### src/rtl/ap_ctrl_driver.sv
// Drives an ap_ctrl_chain style accelerator: issues ap_start up to a programmed
// transaction count, acknowledges ap_done with optional back-pressure, and measures latency.
module ap_ctrl_driver #(
    parameter int CNT_W = 16,
    parameter int LAT_W = 32,
    parameter int DEPTH = 4
) (
    input  logic             clock,
    input  logic             reset,
    input  logic             cfg_go,
    input  logic [CNT_W-1:0] cfg_num_txn,
    input  logic [7:0]       cfg_cont_stall,
    input  logic             ap_ready,
    input  logic             ap_done,
    output logic             ap_start,
    output logic             ap_continue,
    output logic             busy,
    output logic             finish,
    output logic [CNT_W-1:0] started_cnt,
    output logic [CNT_W-1:0] done_cnt,
    output logic [LAT_W-1:0] last_lat,
    output logic [LAT_W-1:0] max_lat,
    output logic             err_spurious
);

    localparam int AW = (DEPTH > 1) ? $clog2(DEPTH) : 1;
    localparam logic [CNT_W-1:0] DEPTH_C = CNT_W'(DEPTH);
    localparam logic [CNT_W-1:0] ONE_C   = CNT_W'(1);

    typedef enum logic [1:0] {
        IDLE  = 2'd0,
        RUN   = 2'd1,
        DRAIN = 2'd2,
        FIN   = 2'd3
    } state_t;

    state_t           state, state_nxt;
    logic [CNT_W-1:0] num_txn;
    logic [7:0]       cont_stall;
    logic [7:0]       stall_cnt;
    logic [LAT_W-1:0] cyc_cnt;
    logic [LAT_W-1:0] ts_mem [DEPTH];
    logic [AW-1:0]    wr_ptr, rd_ptr;
    logic [CNT_W-1:0] outstanding;
    logic [LAT_W-1:0] lat_new;
    logic             active;
    logic             go_acc, start_acc, done_acc, done_ok, done_bad;

    assign active      = (state == RUN) || (state == DRAIN);
    assign outstanding = started_cnt - done_cnt;

    // Both handshakes depend only on registered state, so the accelerator
    // never sees a combinational path from its own ready/done.
    assign ap_start    = (state == RUN) && (started_cnt < num_txn) && (outstanding < DEPTH_C);
    assign ap_continue = active && (stall_cnt == 8'd0);
    assign busy        = active;
    assign finish      = (state == FIN);

    assign go_acc    = (state == IDLE) && cfg_go;
    assign start_acc = ap_start && ap_ready;
    assign done_acc  = ap_done && ap_continue;
    assign done_ok   = done_acc && (outstanding != '0);
    assign done_bad  = done_acc && (outstanding == '0);
    assign lat_new   = cyc_cnt - ts_mem[rd_ptr];

    always_comb begin
        state_nxt = state;
        unique case (state)
            IDLE: begin
                if (cfg_go)
                    state_nxt = (cfg_num_txn == '0) ? FIN : RUN;
            end
            RUN: begin
                if (start_acc && (started_cnt + ONE_C == num_txn))
                    state_nxt = DRAIN;
            end
            DRAIN: begin
                if (done_ok && (done_cnt + ONE_C == num_txn))
                    state_nxt = FIN;
            end
            FIN:     state_nxt = IDLE;
            default: state_nxt = IDLE;
        endcase
    end

    always_ff @(posedge clock or negedge reset) begin
        if (!reset) state <= IDLE;
        else        state <= state_nxt;
    end

    always_ff @(posedge clock or negedge reset) begin
        if (!reset) begin
            num_txn    <= '0;
            cont_stall <= '0;
        end else if (go_acc) begin
            num_txn    <= cfg_num_txn;
            cont_stall <= cfg_cont_stall;
        end
    end

    always_ff @(posedge clock or negedge reset) begin
        if (!reset) cyc_cnt <= '0;
        else        cyc_cnt <= cyc_cnt + LAT_W'(1);
    end

    always_ff @(posedge clock or negedge reset) begin
        if (!reset) begin
            started_cnt <= '0;
            done_cnt    <= '0;
        end else if (go_acc) begin
            started_cnt <= '0;
            done_cnt    <= '0;
        end else begin
            if (start_acc) started_cnt <= started_cnt + ONE_C;
            if (done_ok)   done_cnt    <= done_cnt + ONE_C;
        end
    end

    // A done is only accepted while the counter is zero, so load and
    // decrement never collide.
    always_ff @(posedge clock or negedge reset) begin
        if (!reset)
            stall_cnt <= '0;
        else if (go_acc)
            stall_cnt <= '0;
        else if (done_acc && (cont_stall != 8'd0))
            stall_cnt <= cont_stall;
        else if (stall_cnt != 8'd0)
            stall_cnt <= stall_cnt - 8'd1;
    end

    always_ff @(posedge clock or negedge reset) begin
        if (!reset) begin
            wr_ptr <= '0;
            rd_ptr <= '0;
        end else if (go_acc) begin
            wr_ptr <= '0;
            rd_ptr <= '0;
        end else begin
            if (start_acc) wr_ptr <= wr_ptr + AW'(1);
            if (done_ok)   rd_ptr <= rd_ptr + AW'(1);
        end
    end

    always_ff @(posedge clock) begin
        if (start_acc) ts_mem[wr_ptr] <= cyc_cnt;
    end

    always_ff @(posedge clock or negedge reset) begin
        if (!reset) begin
            last_lat     <= '0;
            max_lat      <= '0;
            err_spurious <= 1'b0;
        end else if (go_acc) begin
            max_lat      <= '0;
            err_spurious <= 1'b0;
        end else begin
            if (done_ok) begin
                last_lat <= lat_new;
                if (lat_new > max_lat) max_lat <= lat_new;
            end
            if (done_bad) err_spurious <= 1'b1;
        end
    end

endmodule
### config.mk
export PLATFORM = sky130hd
export DESIGN_NAME = ap_ctrl_driver
export DESIGN_NICKNAME = d
export VERILOG_FILES = /design/src/rtl/ap_ctrl_driver.sv
export SDC_FILE = /design/constraint.sdc
export NUM_CORES = 1
export LEC_CHECK = 0
export BUFFER_PORTS_ARGS = -buffer_cell sky130_fd_sc_hd__buf_2
export CAP_MARGIN = 0
export CORE_MARGIN = 2
export CORE_UTILIZATION = 35
export DETAILED_ROUTE_END_ITERATION = 10
export PLACE_DENSITY_LB_ADDON = 0.08
export SKIP_LAST_GASP = 1
export SYNTH_ARGS = -nofsm -noshare
export SYNTH_HDL_FRONTEND = slang
export SYNTH_SLANG_ARGS = --single-unit
### constraint.sdc
create_clock -name clock -period 7.3 [get_ports clock]
set_input_delay 0.365 -clock clock [delete_from_list [all_inputs] [get_ports clock]]
set_output_delay 0.365 -clock clock [all_outputs]
set_load 0.1 [all_outputs]
# ---- Yosys cells after proc, flatten, opt, wreduce, memory -nomap -nowiden
# Memory sizes are Yosys's and may differ from the RTL's.
# Cells that the tools add are included.
dict set report op_classes {
  addsub 8
  order_cmp 3
  eq_ne 8
  mux 23
  bitwise_logic 1
  reduce_logical 27
}
# cell count
set ops {}
lappend ops {{two-way mux 32 bit} 3}
lappend ops {{two-way mux 16 bit} 4}
lappend ops {{adder 16 x 1 -> 16 bit, second input constant} 2}
lappend ops {{adder 32 x 1 -> 32 bit, second input constant} 1}
lappend ops {{equality test 16 bit} 2}
lappend ops {{> comparator 32 bit} 1}
lappend ops {{zero test 16 bit} 2}
lappend ops {{subtractor 32 bit} 1}
lappend ops {{two-way mux 8 bit} 3}
lappend ops {{less-than comparator 16 bit} 1}
lappend ops {{less-than comparator 16 x 3 -> 1 bit, second input constant} 1}
lappend ops {{two-way mux 2 bit} 8}
lappend ops {{nonzero test 16 bit} 1}
lappend ops {{nonzero test 8 bit} 2}
lappend ops {{subtractor 16 bit} 1}
lappend ops {{logical AND 1 bit} 11}
lappend ops {{zero test 8 bit} 1}
lappend ops {{one-hot mux 2 bit (4 select lines)} 1}
lappend ops {{nonzero test 2 bit} 4}
lappend ops {{subtractor 8 x 1 -> 8 bit, second input constant} 1}
lappend ops {{adder 2 x 1 -> 2 bit, second input constant} 2}
lappend ops {{equality test 2 bit, second input constant} 2}
lappend ops {{two-way mux 1 bit} 4}
lappend ops {{!= test 2 x 1 -> 1 bit, second input constant} 2}
lappend ops {{other kinds (8)} 9}
dict set report totals {
  reg_bits 167
  ram_bits 128
  in_bits 29
  output_inout_bits 101
  elab_cells 83
  memories 1
}
# memory words word_bits rd rd_ports_with_merged_regs write_ports line_no
set memory_table {}
lappend memory_table {ts_mem 4 32 1 0 1 42} ;# logic [LAT_W-1:0] ts_mem [DEPTH];

# ---- Logic depth before layout (Yosys ltp)
dict set report depth {
  ltp_word 8
  depth_mapped 26
  depth_no_buf 22
}

# ---- Worst setup path before layout
# OpenSTA, ideal clock, no wires.
dict set report synth_timing {
  path_type {register to register}
  startpoint {register rd_ptr[0]}
  endpoint {register max_lat[10]}
  t_arrival_ns 6.057
  required_time_ns 7.178
  setup_slack_ns 1.121
  stages_incl_launch_ff 25
  n_path_buf 3
  synth_period_minus_slack_ns 6.179
  cell_sequence {dfrtp_1 clkbuf_1 buf_1 mux4_2 ha_1 fa_1 nand2b_1 o2bb2ai_1 a2111oi_0 a311o_1 o21ai_0 a21oi_1 o21a_1 a311oi_1 xnor2_1 ha_1 nand4_1 or2_2 nor3_1 nor2_1 a31oi_1 o21ai_0 o21a_4 buf_6 a22o_1}
}
dict set report synth_between {
  elab_chain_len 5
}
# item line_no
set synth_lines {}
lappend synth_lines {{start: declaration} 43} ;# logic [AW-1:0] wr_ptr, rd_ptr;
lappend synth_lines {{start signal: assignment} 141} ;# if (done_ok) rd_ptr <= rd_ptr + AW'(1);
lappend synth_lines {{memory (4 x 32 bit)} -}
lappend synth_lines {{subtractor 32 bit} 64} ;# assign lat_new = cyc_cnt - ts_mem[rd_ptr];
lappend synth_lines {{named net lat_new[30]} 45} ;# logic [LAT_W-1:0] lat_new;
lappend synth_lines {{> comparator 32 bit} 160} ;# if (lat_new > max_lat) max_lat <= lat_new;
lappend synth_lines {{nonzero test 2 bit (no line)} -}
lappend synth_lines {{AND reduction 2 bit (no line)} -}
lappend synth_lines {{end signal: assignment} 160}
lappend synth_lines {{end: declaration} 22} ;# output logic [LAT_W-1:0] max_lat,
# The timed path passes the listed nets, and every way through them passes these cells. The select of a mux whose other input is x is not followed.
# A chain may end at the register's enable or synchronous reset.

# ---- Worst setup path after layout
dict set report layout_timing {
  startpoint {register rd_ptr[0]}
  endpoint {register max_lat[11]}
}
# The elaborated chain is that of the path after synthesis.

==> results.sh <==
export IMPL_status="finished, final reports clean"
export IMPL_final_design_area_no_fill_um2=18900
export IMPL_yosysTopAreaCellShare=0.253
export IMPL_area_delta_synth_final_pct=14.6
export IMPL_cts_made_buffers=36
export IMPL_die_area_um2=49000
export IMPL_ys_seq_area_frac=0.485
export IMPL_overflow=0
export IMPL_p_per_area_nw_per_um2=379
export IMPL_maxSlewViolCount=0
export IMPL_wl_per_cell_um=20.9
export IMPL_totalWireLength_um=47200
export IMPL_p_leak_nw=8.23
export IMPL_worstPathArrival_ns=7.03
export IMPL_core_area_um2=46600
export IMPL_die_y_um=221
export IMPL_grtUsageTotal=0.192
export IMPL_syn_cell_area_um2=16500
export IMPL_route_vias_total=12100
export IMPL_rsz0062_at_grt="no"
export IMPL_path_class="reg -> reg"
export IMPL_n_antenna_cell=0
export IMPL_boundaryPins=130
export IMPL_drtIter0Drc=982
export IMPL_clock_latency_ns=0.56
export IMPL_drt_first_pass_iters=5
export IMPL_period_needed_ns=6.54
export IMPL_grt_max_degree=82
export IMPL_fin_tns_setup_ns=0
export IMPL_start_kind="flop"
export IMPL_fin_skew_ns=0.0197
export IMPL_setup_violations=0
export IMPL_fillerInstances=4516
export IMPL_worst_slew_pin_slew_ns=1.09
export IMPL_ir_worst_vdd_v=0.000392
export IMPL_clockBufferDepth=3
export IMPL_avgSynthCellArea_um2=11.1
export IMPL_synth_main_ff_cell="dfrtp_1"
export IMPL_postRouteAntennaNets=0
export IMPL_drive_above_1_share=0.152
export IMPL_slew_headroom=0.254
export IMPL_vias_per_cell=5.34
export IMPL_timing_final_crit_share=0.896
export IMPL_synth_enable_flop_cells=128
export IMPL_post_cts_resized=0
export IMPL_synth_top_area_cell="dfrtp_1"
export IMPL_htree_levels=2
export IMPL_hold_path_class="in -> reg"
export IMPL_clock_fmax_ghz=0.153
export IMPL_place_gp_congestion=0.832
export IMPL_clock_sinks=295
export IMPL_drv_cap=0
export IMPL_ys_types=80
export IMPL_crit_start="rd_ptr[0]$_DFFE_PN0P_"
export IMPL_yosys_warnings=0
export IMPL_synthArstFlopShare=0.566
export IMPL_portBuffers=129
export IMPL_root_buffer="clkbuf_16"
export IMPL_whs_ns=0.0254
export IMPL_grt_pass1_wl_um=72900
export IMPL_dpl_cell_area_um2=17800
export IMPL_fp_dieW_um=221
export IMPL_synth_seq_cells=295
export IMPL_hold_viol=0
export IMPL_start_util=0.355
export IMPL_worstReg2RegStart="rd_ptr[0]$_DFFE_PN0P_"
export IMPL_finalPower_mw=7.18
export IMPL_syn_nets=1631
export IMPL_grt_pass1_vias=11700
export IMPL_nNetsFinal=1767
export IMPL_ys_top_cells_by_area="dfrtp_1 (25%), edfxtp_1 (23%), ha_1 (8.1%)"
export IMPL_hp_start="cfg_num_txn[0]"
export IMPL_end_kind="flop"
export IMPL_drc=0
export IMPL_place_hpwl_um=34200
export IMPL_cp_max_fo=16
export IMPL_cts_tree="built"
export IMPL_syn_inst=1493
export IMPL_row_count=79
export IMPL_grt_antenna_before_repair=1
export IMPL_worstPathRequired_ns=7.79
export IMPL_path_clk_slew_ns=0.06
power by group:
part           internal, mW  switching (mW)
clock                 0.949           0.721
combinational         0.853            2.34
sequential             2.03           0.288
total                  3.83            3.35
worst max-delay path: stages, from the launching register on:
cell and delay [ns]:
dfrtp_2 0.38, buf_4 0.28, mux4_2 0.57, fa_1 0.43, nand2b_1 0.16, o2bb2ai_1 0.20, a2111oi_0 0.94, a311o_1 0.35
o21ai_0 0.12, a21oi_1 0.37, o21a_1 0.23, a311oi_1 0.11, xnor2_1 0.18, ha_1 0.31, nand4_1 0.08, or2_2 0.32
nor3_1 0.30, nor2_1 0.07, a31oi_1 0.13, o21ai_0 0.18, nor3_4 0.30, buf_4 0.29, a22o_1 0.16
what timing repair did:
item	in CTS	in global routing
hold endpoints to repair	53	0
setup buffers	0	0
endpoints found under the setup margin	0	0
hold buffers	7	0
sequential cells by signal (all words and copies together), names as in the netlist:
name and flops:
rd_ptr 2, done_cnt 16, cyc_cnt 32, stall_cnt 8
last_lat 32, num_txn 16, cont_stall 8, err_spurious 1
max_lat 32, started_cnt 16, wr_ptr 2, ts_mem 128
state 2
path summary, 6_finish.rpt:
check / end / slack (ns) / depth (start not counted)
worst max-delay path: max_lat[11]$_DFFE_PN0P_ / 0.76 / 22
worst min-delay path: num_txn[0]$_DFFE_PN0P_ / 0.03 / 3
worst max register to register: max_lat[11]$_DFFE_PN0P_ / 0.76 / 22
worst min register to register: last_lat[16]$_DFFE_PN0P_ / 0.48 / 1
max in group asynchronous: last_lat[2]$_DFFE_PN0P_ / 5.75 / 3
min in group asynchronous: started_cnt[4]$_DFFE_PN0P_ / 0.31 / 2
routing by layer:
layer	global-route usage	wire, µm	up-vias
met4	0.0491	813	2
met3	0.0256	2380	55
li1	-	-	5738
met5	0	13	-
met1	0.307	24500	6003
met2	0.269	19400	286
stage by stage:
step	instances	utilization	setup slack (ns)
after detailed placement	2191	0.382	0.742
final	2261	0.407	0.760
after CTS	2261	0.407	0.687
after global placement	2191	0.382	0.851
after global routing	2261	0.407	0.161
after floorplan	1493	-	1.12
cell usage in the layout (no fill, tap or decap), types with 9 or more instances in the layout:
cell type and count:
xor2_1 49, mux2_1 32, clkbuf_1 10, edfxtp_1 128
and3_1 16, mux4_2 32, inv_1 118, a21o_1 18
nor3_1 22, dfrtp_1 166, buf_2 128, a21oi_1 80
o21ai_0 51, o31ai_1 9, a22o_1 32, o211ai_1 10
nand4_1 31, nand3_1 56, or3_1 12, clkbuf_16 36
ha_1 107, nand2b_1 14, buf_4 14, nor2_1 83
nor4_1 20, nor2b_1 17, a31oi_1 11, nand2_1 111
o21a_1 16, xnor2_1 79, or4_1 9
cells in the mapped netlist (all sizes together) (17+ instances only):
library cell / count
nand3: 56
xor2: 49
edfxtp: 128
ha: 107
o21a: 17
nor3: 23
mux2: 33
and3: 20
nor4: 21
a21oi: 81
nor2b: 17
mux4: 32
buf: 24
o21ai: 57
clkbuf: 28
a21o: 18
inv: 118
xnor2: 79
dfrtp: 167
nor2: 84
nand4: 31
nand2: 112
a22o: 32
cell families after synthesis:
family / count (synthesis) / synth area share
AOI/OAI and AO/OA: 291 / 0.118
xor gates and xnor gates: 128 / 0.0678
adders and majority gates: 109 / 0.0834
buffers and inverters: 170 / 0.0446
DFF: 295 / 0.485
muxes: 69 / 0.0687
and+or+nand+nor: 431 / 0.132
area by class of cell:
type / count / area, µm² / area share
inverters: 118 / 443 / 0.0234
clock buffers: 49 / 980 / 0.0517
flip-flops and latches: 295 / 8020 / 0.424
well taps: 607 / 759 / 0.0401
clock inverters: 14 / 105 / 0.00555
multi-input cells: 1028 / 7800 / 0.412
repair buffers: 150 / 830 / 0.0438
Power figures use the tool's default switching activity.
